--- src/rtl/store_buffer_drain.sv ---
// ============================================================================
// Module   : store_buffer_drain
// Brief    : Drains committed stores from the store buffer tail into the
//            data-cache write port (valid/ready). Lane-aligns data, builds
//            byte enables, drops misaligned stores, and reports when nothing
//            is pending so a fence can complete.
//            Optional statistics counters: define STORE_DRAIN_STATS_EN.
// Revision : 1.0 - initial release
// ============================================================================
`default_nettype none

package store_buffer_drain_pkg;
  typedef enum logic [1:0] {
    SIZE_BYTE = 2'd0,
    SIZE_HALF = 2'd1,
    SIZE_WORD = 2'd2
  } cache_access_size_t;
endpackage

module store_buffer_drain
  import store_buffer_drain_pkg::*;
#(
  parameter int ADDR_SIZE = 32,
  parameter int WORD_SIZE = 32   // byte-lane logic assumes exactly 4 lanes
) (
  input  logic                 clk_i,
  input  logic                 reset_i,
  input  logic [ADDR_SIZE-1:0] sb_addr_i,
  input  logic [WORD_SIZE-1:0] sb_data_i,
  input  cache_access_size_t   sb_size_i,
  input  logic                 sb_empty_i,
  output logic                 sb_get_enable_o,
  input  logic                 hold_i,
  input  logic                 drain_req_i,
  output logic                 drained_o,
  output logic                 cache_wr_valid_o,
  input  logic                 cache_wr_ready_i,
  output logic [ADDR_SIZE-1:0] cache_wr_addr_o,
  output logic [WORD_SIZE-1:0] cache_wr_data_o,
  output logic [3:0]           cache_wr_be_o,
  output cache_access_size_t   cache_wr_size_o,
  output logic                 misaligned_o,
  output logic [31:0]          stores_issued_o,
  output logic [31:0]          stall_cycles_o
);

  localparam logic [0:0] S_IDLE  = 1'b0;
  localparam logic [0:0] S_ISSUE = 1'b1;

  logic [0:0]           r_state;
  logic [0:0]           w_state_next;
  logic [ADDR_SIZE-1:0] r_addr;
  logic [WORD_SIZE-1:0] r_data;
  logic [3:0]           r_be;
  cache_access_size_t   r_size;
  logic                 r_misaligned;

  logic                 w_can_pop;
  logic                 w_pop;
  logic                 w_load;
  logic [1:0]           w_off;
  logic [3:0]           w_be;
  logic [WORD_SIZE-1:0] w_data;
  logic                 w_misaligned;

  // A fence overrides hold; a new entry may be taken whenever the output
  // slot is free or is being handed to the cache this cycle. Reset gates
  // the pop so nothing leaves the buffer while the core is in reset.
  assign w_can_pop = !sb_empty_i && (!hold_i || drain_req_i);
  assign w_pop     = !reset_i && w_can_pop &&
                     ((r_state == S_IDLE) || cache_wr_ready_i);
  assign w_load    = w_pop && !w_misaligned;

  // Lane alignment, byte enables and misalignment detection for the tail entry
  always_comb begin
    w_off        = sb_addr_i[1:0];
    w_be         = 4'b1111;
    w_data       = sb_data_i;
    w_misaligned = 1'b0;
    case (sb_size_i)
      SIZE_BYTE: begin
        w_be   = 4'b0001 << w_off;
        w_data = {4{sb_data_i[7:0]}};
      end
      SIZE_HALF: begin
        w_be         = 4'b0011 << w_off;
        w_data       = {2{sb_data_i[15:0]}};
        w_misaligned = w_off[0];
      end
      // Word, and the unused encoding treated as word
      default: w_misaligned = (w_off != 2'b00);
    endcase
  end

  // State register
  always_ff @(posedge clk_i or posedge reset_i) begin
    if (reset_i) r_state <= S_IDLE;
    else         r_state <= w_state_next;
  end

  // Next state: a request is held until accepted; a misaligned pop never
  // creates a request, so it leads to IDLE once any current one finishes.
  always_comb begin
    w_state_next = r_state;
    case (r_state)
      S_IDLE:  w_state_next = w_load ? S_ISSUE : S_IDLE;
      S_ISSUE: if (cache_wr_ready_i) w_state_next = w_load ? S_ISSUE : S_IDLE;
      default: w_state_next = S_IDLE;
    endcase
  end

  // Outputs derived from the state
  always_comb begin
    cache_wr_valid_o = (r_state == S_ISSUE);
    drained_o        = sb_empty_i && (r_state == S_IDLE);
    sb_get_enable_o  = w_pop;
  end

  // Request payload: captured only on a valid pop, otherwise frozen so the
  // cache sees a stable request until it accepts it.
  always_ff @(posedge clk_i or posedge reset_i) begin
    if (reset_i) begin
      r_addr       <= '0;
      r_data       <= '0;
      r_be         <= 4'b0000;
      r_size       <= SIZE_BYTE;
      r_misaligned <= 1'b0;
    end else begin
      r_misaligned <= w_pop && w_misaligned;
      if (w_load) begin
        r_addr <= {sb_addr_i[ADDR_SIZE-1:2], 2'b00};
        r_data <= w_data;
        r_be   <= w_be;
        r_size <= sb_size_i;
      end
    end
  end

  assign cache_wr_addr_o = r_addr;
  assign cache_wr_data_o = r_data;
  assign cache_wr_be_o   = r_be;
  assign cache_wr_size_o = r_size;
  assign misaligned_o    = r_misaligned;

`ifdef STORE_DRAIN_STATS_EN
  logic [31:0] r_stores_issued;
  logic [31:0] r_stall_cycles;

  // Accepted-request and back-pressure counters, wrapping naturally
  always_ff @(posedge clk_i or posedge reset_i) begin
    if (reset_i) begin
      r_stores_issued <= 32'd0;
      r_stall_cycles  <= 32'd0;
    end else if (cache_wr_valid_o) begin
      if (cache_wr_ready_i) r_stores_issued <= r_stores_issued + 32'd1;
      else                  r_stall_cycles  <= r_stall_cycles + 32'd1;
    end
  end

  assign stores_issued_o = r_stores_issued;
  assign stall_cycles_o  = r_stall_cycles;
`else
  assign stores_issued_o = 32'd0;
  assign stall_cycles_o  = 32'd0;
`endif

endmodule

`default_nettype wire

--- config.mk ---
export PLATFORM = sky130hd
export DESIGN_NAME = store_buffer_drain
export DESIGN_NICKNAME = d
export VERILOG_FILES = /design/src/rtl/store_buffer_drain.sv
export SDC_FILE = /design/constraint.sdc
export NUM_CORES = 1
export LEC_CHECK = 0
export BUFFER_PORTS_ARGS = -buffer_cell sky130_fd_sc_hd__buf_2
export CAP_MARGIN = 10
export CORE_MARGIN = 5
export CORE_UTILIZATION = 48
export CTS_CLUSTER_SIZE = 20
export DETAILED_ROUTE_END_ITERATION = 8
export PLACE_DENSITY_LB_ADDON = 0.25
export SYNTH_ARGS = -nofsm -noshare
export SYNTH_HDL_FRONTEND = slang
export SYNTH_SLANG_ARGS = --single-unit
--- constraint.sdc ---
create_clock -name clk_i -period 4.1 [get_ports clk_i]
set_clock_uncertainty 0.05 [all_clocks]
set_input_delay 0.205 -clock clk_i [delete_from_list [all_inputs] [get_ports clk_i]]
set_output_delay 0.205 -clock clk_i [all_outputs]
set_load 0.005 [all_outputs]
Word level (Yosys, flattened, before mapping)

Cells that the tools add are included.

Eq/ne operators: 1
Shift-type cells: 2
Muxes and demuxes: 6
Bitwise logic cells: 1
Reduce and logical (&&, ||, !) cells: 14

Operators with widths:

| operator            | count |
|---|---|
| $pmux 32 s2         | 1 |
| $pmux 4 s2          | 1 |
| $logic_and 1x1->1   | 6 |
| $logic_not 1->1     | 4 |
| $pmux 1 s2          | 2 |
| $shl 1x2->4 const A | 1 |
| $shl 2x2->4 const A | 1 |
| $eq 2x1->1 const B  | 1 |
| $logic_not 2->1     | 1 |
| $logic_or 1x1->1    | 2 |
| $mux 1              | 2 |
| $reduce_bool 2->1   | 1 |
| $not 1->1           | 1 |

Register bits after elaboration: 70
Input port bits: 72
Output and inout port bits: 138
Logic and storage cells: 30

Logic depth before layout (Yosys ltp)

Depth in word-level cells: 9
Mapped depth: 8

Worst setup path after synthesis

No wires, ideal clock.

Path kind: register to register
Start: reg r_state, in the netlist cache_wr_valid_o
End: reg r_addr[10], in the netlist cache_wr_addr_o[10]
Setup time: 127 ps
Data arrival time: 1794 ps
Required time: 3923 ps
Setup slack: 2128 ps
Cell stages (with the launch flop): 8
Clock period less this slack: 1972 ps
Cell sequence: dfrtp_1 nor2b_4 or4_4 clkinv_2 and2_4 buf_12 buf_8 mux2_1

Word-level cells in the longest chain between the ends: 4

Ends and longest elaborated chain:

| item                     | line | source |
|---|---|---|
| start: declaration       | 50   | `logic [0:0] r_state;` |
| start signal: assignment | 98   | `else r_state <= w_state_next;` |
| $not 1->1                | 71   | `((r_state == S_IDLE) \|\| cache_wr_ready_i);` |
| $logic_or 1x1->1         | 71   |  |
| $logic_and 1x1->1        | 70   | `assign w_pop = !reset_i && w_can_pop &&` |
| $logic_and 1x1->1        | 72   | `assign w_load = w_pop && !w_misaligned;` |
| end signal: assignment   | 131  | `r_addr <= {sb_addr_i[ADDR_SIZE-1:2], 2'b00};` |
| end: declaration         | 52   | `logic [ADDR_SIZE-1:0] r_addr;` |

No other way between the ends.
A chain may end at the register's enable or synchronous reset.

Worst setup path in the final report

Start: in reset_i
End: reg r_addr[4], in the netlist cache_wr_addr_o[4]

Word-level cells in the longest chain between the ends: 4

Ends and longest elaborated chain:

| item                           | line | source |
|---|---|---|
| start: declaration             | 27   | `input logic reset_i,` |
| $logic_not 1->1 (no line)      | n/a  |  |
| $logic_and 1x1->1 (2 in a row) | 70   |  |
| $logic_and 1x1->1              | 72   |  |

No other way between the ends.

==> results_dict.tcl <==
set metrics [dict create \
    netlist_area_mm2 0.003784 \
    die_w_um 98.79 \
    path_class "in2reg" \
    dieArea_mm2 0.009758 \
    drc 0 \
    crit_chain "dlygate4sd3_1 > buf_2 > or4_4 > clkinv_2 > and2_4 > mux2_2" \
    diodes 0 \
    p_per_area_mw_per_mm2 492.9 \
    cts-buffers-inserted 9 \
    hold_viol 0 \
    grt_first_pass_wirelength_um 13750 \
    area_growth_pct 18.39 \
    synth_cells 305 \
    yosys_warnings 0 \
    yosysTopAreaCellShare_pct 46.30 \
    p_seq_share_pct 43.5 \
    hpwlAfterDp_um 6445 \
    layout.nets 517 \
    synth_area_leader_cell "dfrtp_1" \
    htreeDepth 3 \
    grt_setup_unrepaired "false" \
    cts_tree "built" \
    finish.utilization_pct 58.27 \
    path_max_fanout 63 \
    cp.required_ns 4.27 \
    period_needed_ns 2.882 \
    drv_cap 0 \
    drt-initial-drc-count 88 \
    antenna_found_initial 0 \
    yosysSeqAreaShare_pct 46.30 \
    synth_cell_types 34 \
    relSlewSlack_pct 30.59 \
    power.share.clock_pct 30.9 \
    drtAntennaViolNets 0 \
    worst_pin_slew_ns 1.037 \
    vias 2618 \
    nFillCells 657 \
    grt_pass1_vias 2709 \
    synthFlopType "dfrtp_1" \
    netSwitchingFraction_pct 27.55 \
    cts_resized 0 \
    max_freq_ghz 0.3469 \
    hp-class "in2reg" \
    grt.total_usage_pct 17.61 \
    leakage_nw 2.337 \
    overflow 0 \
    syn_avg_cell_area_um2 12.41 \
    synth_edf_count 0 \
    fp.coreArea_mm2 0.007687 \
    r2r_cells 5 \
    place.gp.congestion 0.8395 \
    vdd_drop_max_uv 260.1 \
    fin_area_mm2 0.004479 \
    status "completed" \
    drt-wirelength-per-cell_um 15.71 \
    via_per_inst 4.743 \
    start_kind "input port" \
    pwr-share-comb_pct 25.6 \
    p_int_mw 1.600 \
    critical-path-max-stage-delay_ns 0.88 \
    cts-root-buf "clkbuf_8" \
    layout-drive-gt1-share_pct 47.11 \
    fin_tns_setup_ns 0 \
    slowest_stage "and2_4" \
    cts.sinks 70 \
    arrival_ns 3.05 \
    grt_max_degree 64 \
    async_flop_share_pct 100.0 \
    setup_viol 0 \
    clkLatencyLatePin_ns 0.34 \
    place_area_mm2 0.004224 \
    die_h_um 98.79 \
    synthTopCellsByCount "dfrtp_1, buf_4, mux2_4" \
    cts.clk_slew.worst_paths_ns 0.08 \
    routed_wl_um 8670 \
    start_util_pct 49.22 \
    port-buffer-count 143 \
    post-route-period-util_pct 70.30 \
    firstDrtPassIters 4 \
    std_cell_rows 32 \
    clockBufferDepth 2 \
    synthTopCellsByArea "dfrtp_1, mux2_4, buf_4" \
    critPathCaptureType "register" \
    boundaryPins 210 \
    ys_seq_elements 70 \
    finalMaxSlewViolations 0 \
    hold_depth 2 \
    yosysMostFrequentCell "dfrtp_1" \
    power.switching_uw 608.2 \
]
## flip-flops by register name, summed over array words and instances, names as in the netlist
register	count
cache_wr_size_o	2
cache_wr_addr_o	30
cache_wr_valid_o	1
cache_wr_be_o	4
cache_wr_data_o	32
misaligned_o	1
## layout by cell type (no fill, tap or decap), types with 2 or more instances in the layout
cell type	Yosys	layout
a21oi_1	33	33
mux2_4	40	40
mux2i_1	24	24
nor2b_1	2	2
clkbuf_8	0	9
o21ai_0	12	12
clkinv_2	1	2
conb_1	1	66
bufinv_16	0	3
nand3_1	2	2
mux2_1	3	3
mux2_2	5	5
nand2_1	11	11
clkinv_4	0	2
nor2_1	4	4
dfrtp_1	70	70
buf_2	2	143
## per-stage QoR
step                hold WS, ns  power, mW  std cells  setup WS, ns
floorplan                0.2891      1.318        370         2.077
global placement         0.3684      1.530        535         1.348
detailed placement       0.3650      1.544        535         1.290
CTS                     0.02503      2.236        552         1.247
global route            0.01739      2.345        552         1.139
finish                  0.04192      2.208        552         1.218
## layer usage
metal  vias up  routed length, um  track usage [%]
met5         -                  0                0
met1      1261               3646            23.09
met2       139               4056            27.43
met3        14                820            5.945
met4         0                146            5.882
li1       1204                  -                -
## repair_timing
| item | CTS | global route |
|---|---|---|
| endpoints found under the hold margin | 15 | 0 |
| hold buffers | 1 | 0 |
| buffers inserted | 0 | 0 |
## kinds of logic after synthesis
| logic type | count (synthesis) | synth area share [%] |
|---|---|---|
| buffers and inverters | 84 | 17.63 |
| muxes | 72 | 24.60 |
| DFF | 70 | 46.30 |
| AOI/OAI and AO/OA | 51 | 7.507 |
| and+or+nand+nor | 27 | 3.869 |
| other | 1 | 0.09911 |
## critical path: cells and delay by family
family / cells / cell delay, ns
AND/OR/NAND/NOR: 2 / 1.43
buffers and inverters: 3 / 0.95
multiplexers: 1 / 0.42
## area by class of cell
| cell class | instances | area (um^2) | share of cell area (%) |
|---|---|---|---|
| sequential | 70 | 1752 | 39.11 |
| clock buffer | 9 | 123.9 | 2.765 |
| clock inverter | 7 | 121.4 | 2.709 |
| tap | 102 | 127.6 | 2.849 |
| timing repair buffer | 145 | 733.2 | 16.37 |
| multi-input combinational | 216 | 1609 | 35.92 |
| inverter | 3 | 12.51 | 0.2793 |
## path summary, 6_finish.rpt
kind | start | end | slack (ns)
worst min-delay path | sb_addr_i[9] | cache_wr_addr_o[9]$_DFFE_PP0P_ | 0.04
worst max-delay path | reset_i | cache_wr_addr_o[4]$_DFFE_PP0P_ | 1.22
worst max register to register | cache_wr_valid_o$_DFF_PP0_ | cache_wr_addr_o[4]$_DFFE_PP0P_ | 1.26
max in group asynchronous | reset_i | cache_wr_data_o[15]$_DFFE_PP0P_ | 2.54
worst min register to register | cache_wr_be_o[0]$_DFFE_PP0P_ | cache_wr_be_o[0]$_DFFE_PP0P_ | 0.43
min in group asynchronous | reset_i | cache_wr_valid_o$_DFF_PP0_ | 0.53
## power by group through the flow
stage	clock network, mW	logic, mW	registers, mW
global route	0.733	0.625	0.987
finish	0.682	0.564	0.961
detailed placement	0	0.573	0.970
CTS	0.698	0.575	0.963
floorplan	0	0.341	0.977
global placement	0	0.557	0.973
(Power assumes the default switching activity.)
